## config.mk

```make
export PLATFORM = sky130hd
export DESIGN_NAME = ace_snoop_responder
export DESIGN_NICKNAME = d
export VERILOG_FILES = /design/src/rtl/snoop_pkg.sv /design/src/rtl/snoop_resp_decode.sv /design/src/rtl/ace_snoop_responder.sv
export SDC_FILE = /design/constraint.sdc
export NUM_CORES = 1
export LEC_CHECK = 0
export ABC_AREA = 1
export CAP_MARGIN = 5
export CORE_UTILIZATION = 27
export DETAILED_ROUTE_END_ITERATION = 10
export PLACE_DENSITY_LB_ADDON = 0.25
export SLEW_MARGIN = 20
export SYNTH_ARGS = -nofsm -noshare
export SYNTH_HDL_FRONTEND = slang
export SYNTH_SLANG_ARGS = --single-unit
```

## constraint.sdc

```tcl
create_clock -name clk_i -period 5.84 [get_ports clk_i]
set_input_delay 1.168 -clock clk_i [delete_from_list [all_inputs] [get_ports clk_i]]
set_output_delay 1.168 -clock clk_i [all_outputs]
set_load 0.01 [all_outputs]
```

## src/rtl/snoop_pkg.sv

```systemverilog
// Shared types and AC snoop encodings for the ACE snoop responder.
package snoop_pkg;

    typedef logic [3:0] acsnoop_t;
    typedef logic [2:0] acprot_t;

    typedef struct packed {
        logic was_unique;
        logic is_shared;
        logic pass_dirty;
        logic error;
        logic data_transfer;
    } crresp_t;

    typedef enum logic [1:0] {
        INVALID      = 2'd0,
        SHARED_CLEAN = 2'd1,
        UNIQUE_CLEAN = 2'd2,
        UNIQUE_DIRTY = 2'd3
    } line_state_e;

    localparam acsnoop_t SNP_READ_ONCE             = 4'b0000;
    localparam acsnoop_t SNP_READ_SHARED           = 4'b0001;
    localparam acsnoop_t SNP_READ_CLEAN            = 4'b0010;
    localparam acsnoop_t SNP_READ_NOT_SHARED_DIRTY = 4'b0011;
    localparam acsnoop_t SNP_READ_UNIQUE           = 4'b0111;
    localparam acsnoop_t SNP_CLEAN_SHARED          = 4'b1000;
    localparam acsnoop_t SNP_CLEAN_INVALID         = 4'b1001;
    localparam acsnoop_t SNP_CLEAN_UNIQUE          = 4'b1011;
    localparam acsnoop_t SNP_MAKE_INVALID          = 4'b1101;
    localparam acsnoop_t SNP_DVM_COMPLETE          = 4'b1110;
    localparam acsnoop_t SNP_DVM_MESSAGE           = 4'b1111;

    localparam crresp_t RESP_ERROR = 5'b00010;

    function automatic logic is_dvm(input acsnoop_t s);
        return (s == SNP_DVM_COMPLETE) || (s == SNP_DVM_MESSAGE);
    endfunction

    function automatic logic is_lookup_snoop(input acsnoop_t s);
        case (s)
            SNP_READ_ONCE, SNP_READ_SHARED, SNP_READ_CLEAN, SNP_READ_NOT_SHARED_DIRTY,
            SNP_READ_UNIQUE, SNP_CLEAN_SHARED, SNP_CLEAN_INVALID, SNP_CLEAN_UNIQUE,
            SNP_MAKE_INVALID: return 1'b1;
            default:          return 1'b0;
        endcase
    endfunction

endpackage

```

## src/rtl/snoop_resp_decode.sv

```systemverilog
// Maps snoop type and looked-up line status to CRRESP and the follow-up line state.
module snoop_resp_decode
    import snoop_pkg::*;
(
    input  logic [3:0]  snoop,
    input  logic        hit,
    input  logic        dirty,
    input  logic        line_unique,
    output crresp_t     resp,
    output logic        upd_needed,
    output line_state_e upd_state
);

    // Response and next-state lookup; a miss leaves everything at zero
    always_comb begin
        resp       = '0;
        upd_needed = 1'b0;
        upd_state  = INVALID;
        if (hit) begin
            resp.was_unique = line_unique;
            case (snoop)
                SNP_READ_ONCE: begin
                    resp.data_transfer = 1'b1;
                    resp.is_shared     = 1'b1;
                end
                SNP_READ_SHARED, SNP_READ_CLEAN, SNP_READ_NOT_SHARED_DIRTY: begin
                    resp.data_transfer = 1'b1;
                    resp.is_shared     = 1'b1;
                    resp.pass_dirty    = dirty;
                    upd_needed         = 1'b1;
                    upd_state          = SHARED_CLEAN;
                end
                SNP_READ_UNIQUE: begin
                    resp.data_transfer = 1'b1;
                    resp.pass_dirty    = dirty;
                    upd_needed         = 1'b1;
                    upd_state          = INVALID;
                end
                SNP_CLEAN_SHARED: begin
                    resp.data_transfer = dirty;
                    resp.is_shared     = 1'b1;
                    resp.pass_dirty    = dirty;
                    upd_needed         = 1'b1;
                    upd_state          = SHARED_CLEAN;
                end
                SNP_CLEAN_INVALID, SNP_CLEAN_UNIQUE: begin
                    resp.data_transfer = dirty;
                    resp.pass_dirty    = dirty;
                    upd_needed         = 1'b1;
                    upd_state          = INVALID;
                end
                SNP_MAKE_INVALID: begin
                    upd_needed = 1'b1;
                    upd_state  = INVALID;
                end
                default: begin
                    resp = '0;
                end
            endcase
        end else begin
            resp = '0;
        end
    end

endmodule

```

## src/rtl/ace_snoop_responder.sv

```systemverilog
// ACE snoop responder: AC request -> tag lookup -> CR response -> CD data -> line state update.
module ace_snoop_responder
    import snoop_pkg::*;
#(
    parameter  int AddrWidth = 64,
    parameter  int DataWidth = 64,
    parameter  int LineBytes = 64,
    localparam int Beats     = LineBytes * 8 / DataWidth,
    localparam int BeatW     = (Beats > 1) ? $clog2(Beats) : 1
) (
    input  logic                 clk_i,
    input  logic                 rst_i,
    input  logic                 ac_valid_i,
    output logic                 ac_ready_o,
    input  logic [AddrWidth-1:0] ac_addr_i,
    input  logic [3:0]           ac_snoop_i,
    input  logic [2:0]           ac_prot_i,
    output logic                 cr_valid_o,
    input  logic                 cr_ready_i,
    output logic [4:0]           cr_resp_o,
    output logic                 cd_valid_o,
    input  logic                 cd_ready_i,
    output logic [DataWidth-1:0] cd_data_o,
    output logic                 cd_last_o,
    output logic                 lkp_req_o,
    input  logic                 lkp_gnt_i,
    output logic [AddrWidth-1:0] lkp_addr_o,
    input  logic                 lkp_valid_i,
    input  logic                 lkp_hit_i,
    input  logic                 lkp_dirty_i,
    input  logic                 lkp_unique_i,
    output logic                 rd_req_o,
    input  logic                 rd_gnt_i,
    output logic [BeatW-1:0]     rd_beat_o,
    input  logic [DataWidth-1:0] rd_data_i,
    output logic                 upd_valid_o,
    input  logic                 upd_ready_i,
    output logic [1:0]           upd_state_o,
    output logic [AddrWidth-1:0] upd_addr_o
);

    localparam int OffW = $clog2(LineBytes);
    localparam logic [BeatW:0] BEATS_C = (BeatW + 1)'(Beats);
    localparam logic [BeatW:0] CNT_ONE = (BeatW + 1)'(1);

    localparam logic [2:0] ST_IDLE   = 3'd0;
    localparam logic [2:0] ST_LOOKUP = 3'd1;
    localparam logic [2:0] ST_WAIT   = 3'd2;
    localparam logic [2:0] ST_RESP   = 3'd3;
    localparam logic [2:0] ST_DATA   = 3'd4;
    localparam logic [2:0] ST_UPDATE = 3'd5;

    logic [2:0]           state_r;
    logic [AddrWidth-1:0] addr_r;
    acsnoop_t             snoop_r;
    crresp_t              resp_r;
    logic                 upd_needed_r;
    line_state_e          upd_state_r;
    logic [BeatW:0]       cnt_r;
    logic                 inflight_r;
    logic                 cd_valid_r;
    logic                 cd_last_r;
    logic [DataWidth-1:0] cd_data_r;

    crresp_t              dec_resp_s;
    logic                 dec_upd_needed_s;
    line_state_e          dec_upd_state_s;
    logic [AddrWidth-1:0] aligned_addr_s;
    logic                 issue_s;
    logic                 rd_fire_s;
    logic                 cd_fire_s;
    logic                 unused_bits;

    snoop_resp_decode u_decode (
        .snoop       (snoop_r),
        .hit         (lkp_hit_i),
        .dirty       (lkp_dirty_i),
        .line_unique (lkp_unique_i),
        .resp        (dec_resp_s),
        .upd_needed  (dec_upd_needed_s),
        .upd_state   (dec_upd_state_s)
    );

    assign aligned_addr_s = {ac_addr_i[AddrWidth-1:OffW], {OffW{1'b0}}};
    assign unused_bits    = ^{ac_prot_i, ac_addr_i[OffW-1:0]};

    // A new beat read may start only once the CD register is free or draining this cycle
    assign issue_s   = (state_r == ST_DATA) && !inflight_r && (cnt_r != BEATS_C)
                       && (!cd_valid_r || cd_ready_i);
    assign rd_fire_s = issue_s && rd_gnt_i;
    assign cd_fire_s = cd_valid_r && cd_ready_i;

    assign ac_ready_o  = (state_r == ST_IDLE);
    assign lkp_req_o   = (state_r == ST_LOOKUP);
    assign lkp_addr_o  = addr_r;
    assign cr_valid_o  = (state_r == ST_RESP);
    assign cr_resp_o   = resp_r;
    assign rd_req_o    = issue_s;
    assign rd_beat_o   = cnt_r[BeatW-1:0];
    assign cd_valid_o  = cd_valid_r;
    assign cd_data_o   = cd_data_r;
    assign cd_last_o   = cd_last_r;
    assign upd_valid_o = (state_r == ST_UPDATE);
    assign upd_state_o = upd_state_r;
    assign upd_addr_o  = addr_r;

    // Snoop sequencing, beat bookkeeping and the CD output register
    always_ff @(posedge clk_i or posedge rst_i) begin
        if (rst_i) begin
            state_r      <= ST_IDLE;
            addr_r       <= '0;
            snoop_r      <= 4'b0000;
            resp_r       <= '0;
            upd_needed_r <= 1'b0;
            upd_state_r  <= INVALID;
            cnt_r        <= '0;
            inflight_r   <= 1'b0;
            cd_valid_r   <= 1'b0;
            cd_last_r    <= 1'b0;
            cd_data_r    <= '0;
        end else begin
            case (state_r)
                ST_IDLE: begin
                    if (ac_valid_i) begin
                        addr_r       <= aligned_addr_s;
                        snoop_r      <= ac_snoop_i;
                        upd_needed_r <= 1'b0;
                        if (is_dvm(ac_snoop_i)) begin
                            resp_r  <= '0;
                            state_r <= ST_RESP;
                        end else if (!is_lookup_snoop(ac_snoop_i)) begin
                            resp_r  <= RESP_ERROR;
                            state_r <= ST_RESP;
                        end else begin
                            state_r <= ST_LOOKUP;
                        end
                    end
                end
                ST_LOOKUP: begin
                    if (lkp_gnt_i) state_r <= ST_WAIT;
                end
                ST_WAIT: begin
                    if (lkp_valid_i) begin
                        resp_r       <= dec_resp_s;
                        upd_needed_r <= dec_upd_needed_s;
                        upd_state_r  <= dec_upd_state_s;
                        state_r      <= ST_RESP;
                    end
                end
                ST_RESP: begin
                    if (cr_ready_i) begin
                        cnt_r      <= '0;
                        inflight_r <= 1'b0;
                        if (resp_r.data_transfer) state_r <= ST_DATA;
                        else if (upd_needed_r)    state_r <= ST_UPDATE;
                        else                      state_r <= ST_IDLE;
                    end
                end
                ST_DATA: begin
                    inflight_r <= rd_fire_s;
                    if (rd_fire_s) cnt_r <= cnt_r + CNT_ONE;
                    // Read data lands exactly one cycle after the granted request
                    if (inflight_r) begin
                        cd_data_r  <= rd_data_i;
                        cd_valid_r <= 1'b1;
                        cd_last_r  <= (cnt_r == BEATS_C);
                    end else if (cd_fire_s) begin
                        cd_valid_r <= 1'b0;
                        cd_last_r  <= 1'b0;
                        if (cd_last_r) state_r <= upd_needed_r ? ST_UPDATE : ST_IDLE;
                    end
                end
                ST_UPDATE: begin
                    if (upd_ready_i) state_r <= ST_IDLE;
                end
                default: state_r <= ST_IDLE;
            endcase
        end
    end

endmodule

```

### Yosys cells after proc, flatten, opt, wreduce, memory -nomap -nowiden

Memory sizes are Yosys's and may differ from the RTL's.
Index checks and enable logic that the tools add are counted.

* latch bits: 0
* logic and storage cells: 115
* output and inout bits: 209
* memory bits (read-only): 16
* input port bits: 147
* bits in writable memories: 0
* memories: 1
* register bits after elaboration: 144

* equal/unequal tests: 27
* add/sub/neg operators: 1
* magnitude comparators: 0
* shift operators: 0
* muxes and demuxes: 41
* divide/modulo/power cells: 0
* reduce and logical (&&, ||, !) cells: 30
* bitwise logic cells: 0
* multiply operators: 0

Memories
* (name not given): words 16, bits a word 1, read ports 1, clocked after memory_dff 0, write ports 0, line snoop_pkg.sv:41 `case (s)`

Operator list (count)
* 3-bit two-way mux: 10
* 4-bit equality test, second input constant: 7
* 5-bit two-way mux: 5
* 3-bit one-hot mux with 6 select lines: 1
* 1-bit two-way mux: 15
* 2-bit inequality test, second input constant: 6
* 5-bit one-hot mux with 2 select lines: 1
* 2-bit AND reduction: 5
* 5-bit OR reduction: 2
* 9-bit OR reduction: 1
* 4-bit by 2-bit equality test with 1-bit output, second input constant: 2
* 4-bit two-way mux: 2
* 4-bit one-hot mux with 2 select lines: 1
* 8-bit AND reduction: 1
* 8-bit OR reduction: 1
* 7-bit OR reduction: 1
* 3-bit by 2-bit equality test with 1-bit output, second input constant: 2
* 3-bit equality test, second input constant: 2
* 2-bit two-way mux: 3
* 2-bit by 1-bit inequality test with 1-bit output, second input constant: 3
* 1-bit one-hot mux with 2 select lines: 3
* 3-bit AND reduction: 2
* 2-bit nonzero test: 3
* 1-bit logical AND: 5
* other kinds (13): 15

### Logic depth before layout (Yosys ltp)

* word-level depth: 9
* depth in mapped cells: 9
* mapped depth without buffers: 8

### Hierarchy

A second synthesis with hierarchy kept.

* cell total of the unflattened synthesis: 681
* area, all modules: 6844.1 sq um

Modules (own cells, without submodules)
* ace_snoop_responder: cells each 647, times used 1, seq. area each 3603.5 sq um, area an instance 6658.9 sq um
* snoop_resp_decode: cells each 34, times used 1, seq. area each 0.0 sq um, area an instance 185.2 sq um

### Worst setup path after synthesis

OpenSTA, ideal clock, no wires.

* kind: input-to-output
* from: input port cd_ready_i
* to: output port rd_req_o
* data arrival time: 1526 ps
* path slack: 3146 ps
* required time: 4672 ps
* buffers on the path: 0
* stages: 3
* cells stage by stage: inv_1 > a21oi_1 > and3_1

* longest elaborated chain between the ends: 2

Ends and longest elaborated chain
* start, declared: line ace_snoop_responder.sv:22 `input logic cd_ready_i,`
* 1-bit logical OR: line ace_snoop_responder.sv:89 `&& (!cd_valid_r || cd_ready_i);`
* 1-bit logical AND: line ace_snoop_responder.sv:89
* end, declared: line ace_snoop_responder.sv:32 `output logic rd_req_o,`

Every way passes these cells.

### Worst setup path after layout

Ends and elaborated chain as after synthesis.

==> impl_metrics.ini <==
[cells_and_area]
fillers = 2343
register_area_um2 = 3580
drive_gt1_frac = 0.0473
post-route-util = 0.432
syn_to_final_growth_pct = 54.7
num_antenna_cells = 0
multiInputGateArea_um2 = 2160
fin_nets = 1195

[critical_path]
reg2reg_from = state_r[0]$_DFFE_PP0P_
cp-startpoint = cd_ready_i
cp-endpoint = rd_req_o
criticalPathCategory = primary input to output port
cp-end-kind = output port
cp.required_ns = 4.67
rr_endpoint = cr_resp_o[4]$_DFFE_PP0P_
r2r_cells = 10
crit_path_start_kind = primary input
cp.arrival_ns = 2.54
cp_max_fo = 2
r2r_setup_slack_ns = 3.44

[clock_network]
clkSinkCount = 143
cts_resized = 0
cts-root-buf = clkbuf_16
clock_latency_ns = 0.42
cts_max_path_buffers = 2
cts_setup_buffers = 0
cts_tree = yes
ctsHtreeMaxLevel = 4
hold_buffers = 0
clkTransAtPathRegs_ns = 0.06
numCtsBuffers = 17

[floorplanning]
ios = 356
coreArea_um2 = 23800
fp-row-count = 56
start_util = 0.279
die-area_um2 = 25200
die_y_um = 159
die_x_um = 159

[yosys]
avgSynthCellArea_um2 = 8.44
synth-compound-area-share = 0.0145
synth_area_um2 = 6630
synthCells = 785
synth_top_family_by_area = simple AND/OR/NAND/NOR gates
synth_xor_area_frac = 0.00132
ys.warnings.count = 0
synth-seq-cells = 143
synthMuxAreaShare = 0
synthAdderAreaFrac = 0.00378
ys_types = 27
yosys.area_share.simple = 0.299
yosysSeqAreaShare = 0.540

[place]
dp.final_hpwl_um = 14900
gp_congestion = 0.793
portBuffers = 333

[job]
max_cap_violations = 0

[timing]
holdWs_ns = 0.472
fin_skew_ns = 0.0109
finalSetupTns_ns = 0
max_freq_mhz = 270
worst_pin_slew_ns = 0.923
slew_headroom = 0.384
period_needed_ns = 3.71
timing.final.crit_share = 0.635
setup_viol = 0
hold_viol = 0
slew_violations = 0
rsz0062_at_grt = no

[drt]
via_per_inst = 4.29
drt_first_iter_violations = 329
avgRoutedWirePerCell_um = 15.4
vias = 5913
wl_um = 21200
drc = 0
dr.pass1.iters = 5
ant_nets = 0

[pwr]
ir_drop_v = 0.000268
clockPowerShare = 0.233
p_leak_uw = 0.00474
netSwitchingPower_uw = 1800
p_comb_frac = 0.437
internal-power_uw = 3270
switching_share = 0.355
power_per_cell_area_nw_per_um2 = 494
p_seq_frac = 0.330

[min_path]
hp-class = flop to flop

[global_routing]
grt_pass1_wl_um = 31600
grt_max_degree = 98
grt_pass1_vias = 5676
gr-usage-all-layers = 0.167
grt_overflow = 0
antenna_found_initial = 0

[status]
status = complete, no violations
## sequential cells by signal (all words and copies together), names as in the netlist, 3 cells and up
signal      count
cd_data_o      64
cnt_r           4
cr_resp_o       5
lkp_addr_o     58
snoop_r         4
state_r         3
## layout make-up
cell class,count,share of cell area
Clock inverter,12,0.0181
Clock buffer,19,0.0432
Timing Repair Buffer,339,0.329
Inverter,27,0.0107
Multi-Input combinational cell,518,0.211
Sequential cell,143,0.349
Tap cell,319,0.0389
## per-stage QoR
stage	total power (uW)	instance area [um2]	cells	setup WS [ns]
2_1_floorplan	2800	6670	797	0.834
3_3_place_gp	3900	9620	1346	2.11
3_5_place_dp	3930	9620	1346	2.13
4_1_cts	5150	10300	1377	2.12
5_1_grt	5420	10300	1377	2.01
6_report	5070	10300	1377	2.13
## worst min path at each step
stage / from / endpoint / slack, ns / depth (start not counted)
floorplan: cnt_r[3]$_DFFE_PP0P_ / cnt_r[3]$_DFFE_PP0P_ / 0.48 / 2
global placement: cd_data_o[56]$_DFFE_PP0P_ / cd_data_o[56]$_DFFE_PP0P_ / 0.46 / 2
detailed placement: cr_resp_o[2]$_DFFE_PP0P_ / cr_resp_o[2]$_DFFE_PP0P_ / 0.46 / 2
CTS: cr_resp_o[4]$_DFFE_PP0P_ / cr_resp_o[4]$_DFFE_PP0P_ / 0.48 / 2
global route: cd_data_o[19]$_DFFE_PP0P_ / cd_data_o[19]$_DFFE_PP0P_ / 0.50 / 2
finish: cr_resp_o[4]$_DFFE_PP0P_ / cr_resp_o[4]$_DFFE_PP0P_ / 0.47 / 2
## synth_stat cells (all sizes together)
library cell / number / area, um2
nand4: 6 / 37.5
and3: 1 / 6.26
nand3b: 2 / 15.0
a21oi: 7 / 35.0
nand2: 377 / 1430
or2: 1 / 6.26
ha: 2 / 25.0
clkbuf: 10 / 37.5
nor3b: 1 / 12.5
nand3: 77 / 385
buf: 99 / 787
xnor2: 1 / 8.76
conb: 1 / 3.75
dfrtp: 143 / 3580
nor2: 19 / 93.8
clkinv: 1 / 5.00
o211ai: 1 / 7.51
inv: 26 / 100
o21ai: 10 / 53.8
## kinds of logic after synthesis
group / Yosys count
simple gates: 484
xor+xnor: 1
fa+ha+maj: 2
buf+inv: 136
flops: 143
other cells: 1
compound gates: 18
## worst max-delay path, cell delays in order
cell and delay [ns]:
clkdlybuf4s50_1 0.47, inv_1 0.04, a21oi_1 0.14, and3_1 0.19
clkdlybuf4s50_1 0.53
## routing by layer
metal  vias to the layer above  share of wire  global-route usage
met5                         -              0                   0
met4                         0          0.014              0.0545
met3                        11           0.11              0.0719
met2                       259           0.47               0.270
met1                      2766           0.41               0.197
li1                       2877              -                   -
## power by group through the flow
stage          sequential [uW]  clock [uW]  combinational (uW)
6_report                  1670        1180                2210
4_1_cts                   1680        1220                2250
5_1_grt                   1720        1260                2450
3_5_place_dp              1680           0                2240
2_1_floorplan             1750           0                1060
3_3_place_gp              1680           0                2230
## cell usage in the layout, fill, tap and decap left out, drive strengths merged, types with 10 or more instances in the layout
cell,Yosys,routed
o21ai,10,10
clkbuf,10,19
inv,26,28
conb,1,13
nand3,77,77
clkdlybuf4s50,0,332
nand2,377,377
dfrtp,143,143
nor2,19,19
Note: power is estimated with default switching activity, not from simulation.
